--- config.mk ---
export PLATFORM = sky130hd
export DESIGN_NAME = garage_door_ctrl_gen2
export DESIGN_NICKNAME = d
export VERILOG_FILES = /design/src/rtl/garage_door_ctrl_gen2.sv
export SDC_FILE = /design/constraint.sdc
export NUM_CORES = 1
export LEC_CHECK = 0
export BUFFER_PORTS_ARGS = -buffer_cell sky130_fd_sc_hd__buf_2
export CAP_MARGIN = 20
export CORE_MARGIN = 2
export CORE_UTILIZATION = 40
export CTS_CLUSTER_DIAMETER = 50
export CTS_CLUSTER_SIZE = 40
export DETAILED_ROUTE_END_ITERATION = 16
export GPL_ROUTABILITY_DRIVEN = 0
export MAX_ROUTING_LAYER = met4
export PLACE_DENSITY = 0.65
export SETUP_SLACK_MARGIN = 0.02
export SLEW_MARGIN = 20
export SYNTH_ARGS = -nofsm -noshare
export SYNTH_HDL_FRONTEND = slang
export SYNTH_SLANG_ARGS = --single-unit
--- constraint.sdc ---
create_clock -name CLK -period 2.7 [get_ports CLK]
set_clock_uncertainty 0.15 [all_clocks]
set_input_delay 0 -clock CLK [delete_from_list [all_inputs] [get_ports CLK]]
set_output_delay 0 -clock CLK [all_outputs]
set_load 0.03 [all_outputs]
--- src/rtl/garage_door_ctrl_gen2.sv ---
// Second-generation garage door controller: edge-triggered commands,
// obstruction reversal with dead-time, travel watchdog, auto-close, latched fault.
module garage_door_ctrl_gen2 #(
    parameter int TRAVEL_MAX = 1000,
    parameter int AUTO_CLOSE = 500,
    parameter int DWELL      = 4,
    parameter int CNT_W      = 16
) (
    input  logic       CLK,
    input  logic       RST,
    input  logic       Active,
    input  logic       UP_Max,
    input  logic       DN_Max,
    input  logic       Obstruct,
    input  logic       Fault_Clr,
    output logic       Up_Motor,
    output logic       Down_Motor,
    output logic       Fault,
    output logic [2:0] State
);

    typedef enum logic [2:0] {
        S_IDLE  = 3'd0,
        S_UP    = 3'd1,
        S_DN    = 3'd2,
        S_DWELL = 3'd3,
        S_OPEN  = 3'd4,
        S_FAULT = 3'd5
    } state_e;

    localparam logic [CNT_W-1:0] TRAVEL_LAST = CNT_W'(TRAVEL_MAX - 1);
    localparam logic [CNT_W-1:0] CLOSE_LAST  = CNT_W'(AUTO_CLOSE - 1);
    localparam logic [CNT_W-1:0] DWELL_LAST  = CNT_W'(DWELL - 1);

    state_e           state_q, state_d;
    logic             active_q;
    logic             rev_q, rev_d;
    logic [CNT_W-1:0] timer_q, timer_d;
    logic             restart;
    logic             act_re;
    logic             both;

    assign act_re = Active & ~active_q;
    assign both   = UP_Max & DN_Max;

    always_comb begin
        state_d = state_q;
        rev_d   = rev_q;
        restart = 1'b0;
        case (state_q)
            S_IDLE: begin
                if (act_re) begin
                    if (DN_Max)      state_d = S_UP;
                    else if (UP_Max) state_d = S_DN;
                    else             state_d = S_UP;
                end
            end
            S_UP: begin
                if (UP_Max) begin
                    state_d = (AUTO_CLOSE == 0) ? S_IDLE : S_OPEN;
                end else if (timer_q == TRAVEL_LAST) begin
                    state_d = S_FAULT;
                end else if (act_re) begin
                    state_d = S_DWELL;
                    rev_d   = 1'b0;
                end
            end
            S_DN: begin
                if (DN_Max) begin
                    state_d = S_IDLE;
                end else if (Obstruct) begin
                    state_d = S_DWELL;
                    rev_d   = 1'b1;
                end else if (timer_q == TRAVEL_LAST) begin
                    state_d = S_FAULT;
                end else if (act_re) begin
                    state_d = S_DWELL;
                    rev_d   = 1'b0;
                end
            end
            S_DWELL: begin
                if (timer_q == DWELL_LAST) state_d = rev_q ? S_UP : S_IDLE;
            end
            S_OPEN: begin
                if (!UP_Max) begin
                    state_d = S_IDLE;
                end else if (act_re) begin
                    state_d = S_DN;
                end else if (AUTO_CLOSE != 0 && timer_q == CLOSE_LAST) begin
                    // a blocked beam holds the door open for another full period
                    if (Obstruct) restart = 1'b1;
                    else          state_d = S_DN;
                end
            end
            S_FAULT: begin
                if (Fault_Clr && !both) state_d = S_IDLE;
            end
            default: state_d = S_IDLE;
        endcase
        if (both && state_q != S_FAULT) state_d = S_FAULT;
    end

    always_comb begin
        if (state_d != state_q || restart) timer_d = '0;
        else if (timer_q == '1)            timer_d = timer_q;
        else                               timer_d = timer_q + CNT_W'(1);
    end

    always_ff @(posedge CLK or negedge RST) begin
        if (!RST) begin
            state_q  <= S_IDLE;
            active_q <= 1'b0;
            timer_q  <= '0;
            rev_q    <= 1'b0;
        end else begin
            state_q  <= state_d;
            active_q <= Active;
            timer_q  <= timer_d;
            rev_q    <= rev_d;
        end
    end

    assign Up_Motor   = (state_q == S_UP);
    assign Down_Motor = (state_q == S_DN);
    assign Fault      = (state_q == S_FAULT);
    assign State      = state_q;

endmodule

==> impl_metrics.json <==
{
  "design_area_sq_um": 2110,
  "start_util_pct": 42.5,
  "syn_nets": 180,
  "antenna_left": 0,
  "grt_pass1_wl_mm": 6.76,
  "setup_ws_ps": -75.6,
  "ys_types": 49,
  "num_antenna_cells": 0,
  "clk_latency_ps": 260,
  "r2r_cells": 9,
  "end_kind": "flip-flop",
  "drc": 0,
  "via_count": 1494,
  "critPathKind": "flip-flop to flip-flop",
  "syn-cell-area_sq_um": 1580,
  "fillCellCount": 320,
  "cts_tree": "done",
  "hold_end": "State[2]",
  "worst_setup_path_start_kind": "flip-flop",
  "grt_overflow": 0,
  "cts_made_buffers": 3,
  "rr_endpoint": "timer_q[4]",
  "maxCapViolations": 0,
  "placementRows": 22,
  "grt_pass1_vias": 1426,
  "ys_top_cells_by_count": "dfrtp_1, nand2_1, nor2_1",
  "hp-class": "input pin to flip-flop",
  "slew_headroom_pct": 64.5,
  "grt_max_degree": 22,
  "synth.most_common_cell": "dfrtp_1",
  "whs_ps": 46.0,
  "cp.arrival_ps": 2790,
  "post_drt_wl_per_cell_microns": 15.4,
  "synthCells": 172,
  "core-area_sq_um": 3720,
  "outcome": "finished with violations",
  "period_share_pct": 103,
  "rsz0062_at_grt": "yes",
  "setup_violations": 6,
  "die_h_microns": 66.8,
  "p_leak_nw": 0.888,
  "power.density_nw_per_um2": 726,
  "utilization_pct": 56.9,
  "finalSetupTns_ps": -182,
  "clkTransAtPathRegs_ps": 80,
  "cts_root_buf": "clkbuf_8",
  "firstDrtPassIters": 4,
  "hold_path_startpoint": "Obstruct",
  "yosys_warnings": 0,
  "area.growth.synth_to_final_pct": 34.0,
  "drive_gt1_share_pct": 36.6,
  "ys_async_sr_fraction_pct": 100,
  "synth_top_cell_by_area": "dfrtp_1",
  "hpwl_mm": 2.87,
  "r2r_start": "timer_q[0]",
  "slew_violations": 0,
  "min_path_cells": 4,
  "ys.flop_type": "dfrtp_1",
  "path_max_fanout": 8,
  "cts_max_level": 1,
  "synth_seq_cells": 21,
  "track_usage_pct": 20.3,
  "synth_edf_count": 0,
  "synth_top_area_share_pct": 33.3,
  "reg2reg_slack_ps": -80,
  "wl_mm": 4.03,
  "violations": "negative setup slack",
  "drt_iter0_drc": 64,
  "fin_nets": 222,
  "placed_area_sq_um": 1860,
  "fin_crit_ps": 2780,
  "cp.required_ps": 2710,
  "yosysSeqAreaShare_pct": 33.3,
  "die_x_microns": 66.8,
  "avgViaCountPerCell": 5.72,
  "synthTopCellsByArea": "dfrtp_1, nor3_2, nand2_1, nand3_1, nor3_1",
  "port_buffers": 12,
  "clockBufferDepth": 2,
  "cts_sinks": 21,
  "antenna_found_initial": 0,
  "ir_drop_v": 0.000626,
  "fmax_ghz": 0.360,
  "syn_area_per_cell_sq_um": 9.17,
  "tightest_slew_ps": 529,
  "die_area_sq_um": 4460,
  "ios": 13,
  "hold_violations": 0
}
## registers in the layout, summed over array words and instances (netlist names)
name	flops
State	3
active_q	1
timer_q	16
rev_q	1
## cells by family after synthesis
logic type / after synthesis / share of synthesized area, %
muxes: 2 / 1.27
and+or+nand+nor: 96 / 41.2
AOI/OAI and AO/OA: 28 / 13.6
xor gates and xnor gates: 9 / 5.00
buffers and inverters: 15 / 4.92
DFF: 21 / 33.3
adders and majority gates: 1 / 0.793
## critical path, stage by stage (launching register included)
cell and delay (ps):
dfrtp_1 360, ha_2 180, nor4b_4 290, buf_4 180, nand4_1 170, a21oi_2 250
a211oi_2 90, or4b_4 580, buf_12 170, a2111oi_4 260
## report_power, final
part | total [W] | internal [W] | switching, W
combinational | 0.000934 | 0.000401 | 0.000534
clock | 0.000210 | 0.000105 | 0.000105
sequential | 0.000390 | 0.000349 | 0.0000416
## layout by cell type (no fill, tap or decap), types with 5 or more instances in the layout
cell type | synthesis | final
o21ai_0 | 8 | 8
xnor2_1 | 5 | 5
nand3_1 | 9 | 9
buf_4 | 0 | 31
nand2_1 | 13 | 13
nor3_1 | 9 | 7
buf_2 | 2 | 12
nor3_4 | 0 | 10
nand4_1 | 6 | 6
dfrtp_1 | 21 | 19
nor2_1 | 12 | 12
## what timing repair did
| action | in CTS | in global routing |
|---|---|---|
| gates resized for setup | 7 | 17 |
| gates cloned | 0 | 1 |
| pin swaps | 0 | 16 |
| buffers inserted | 1 | 5 |
| hold buffers | 2 | 0 |
| setup endpoints to repair | 5 | 16 |
| hold endpoints to repair | 22 | 0 |
## per-stage QoR
| step | instances | setup slack [ps] | total power [W] |
|---|---|---|---|
| after detailed placement | 248 | -48.8 | 0.00103 |
| after global routing | 261 | -181 | 0.00163 |
| final | 261 | -75.6 | 0.00154 |
| after global placement | 248 | -1.27 | 0.00101 |
| after floorplan | 172 | 30.1 | 0.000867 |
| after CTS | 255 | -26.0 | 0.00129 |
## per-layer routing
layer,up-vias,share of wire (%),track usage [%]
li1,735,-,-
met1,720,45,27.7
met2,34,50,31.9
met3,5,4.2,2.20
met4,0,1.1,6.12
met5,-,0,-
## how the worst max path moves through the flow
stage           startpoint          end  slack [ps]  cells after the start
2_1_floorplan     State[0]  timer_q[10]          30                      9
3_3_place_gp   timer_q[12]   timer_q[4]          -1                      7
3_5_place_dp    timer_q[1]   timer_q[4]         -50                      9
4_1_cts         timer_q[1]  timer_q[14]         -30                      8
5_1_grt         timer_q[1]   timer_q[7]        -180                      9
6_report        timer_q[0]   timer_q[4]         -80                      9
## final cells by class
type	instances	area (sq um)	share of cell area [%]
well taps	48	60.1	2.84
repair buffers	48	378	17.9
multi-input cells	136	1090	51.5
flip-flops and latches	21	528	25.0
clock buffers	4	45.0	2.13
inverters	4	15.0	0.710
Note: power is estimated with default switching activity, not from simulation.
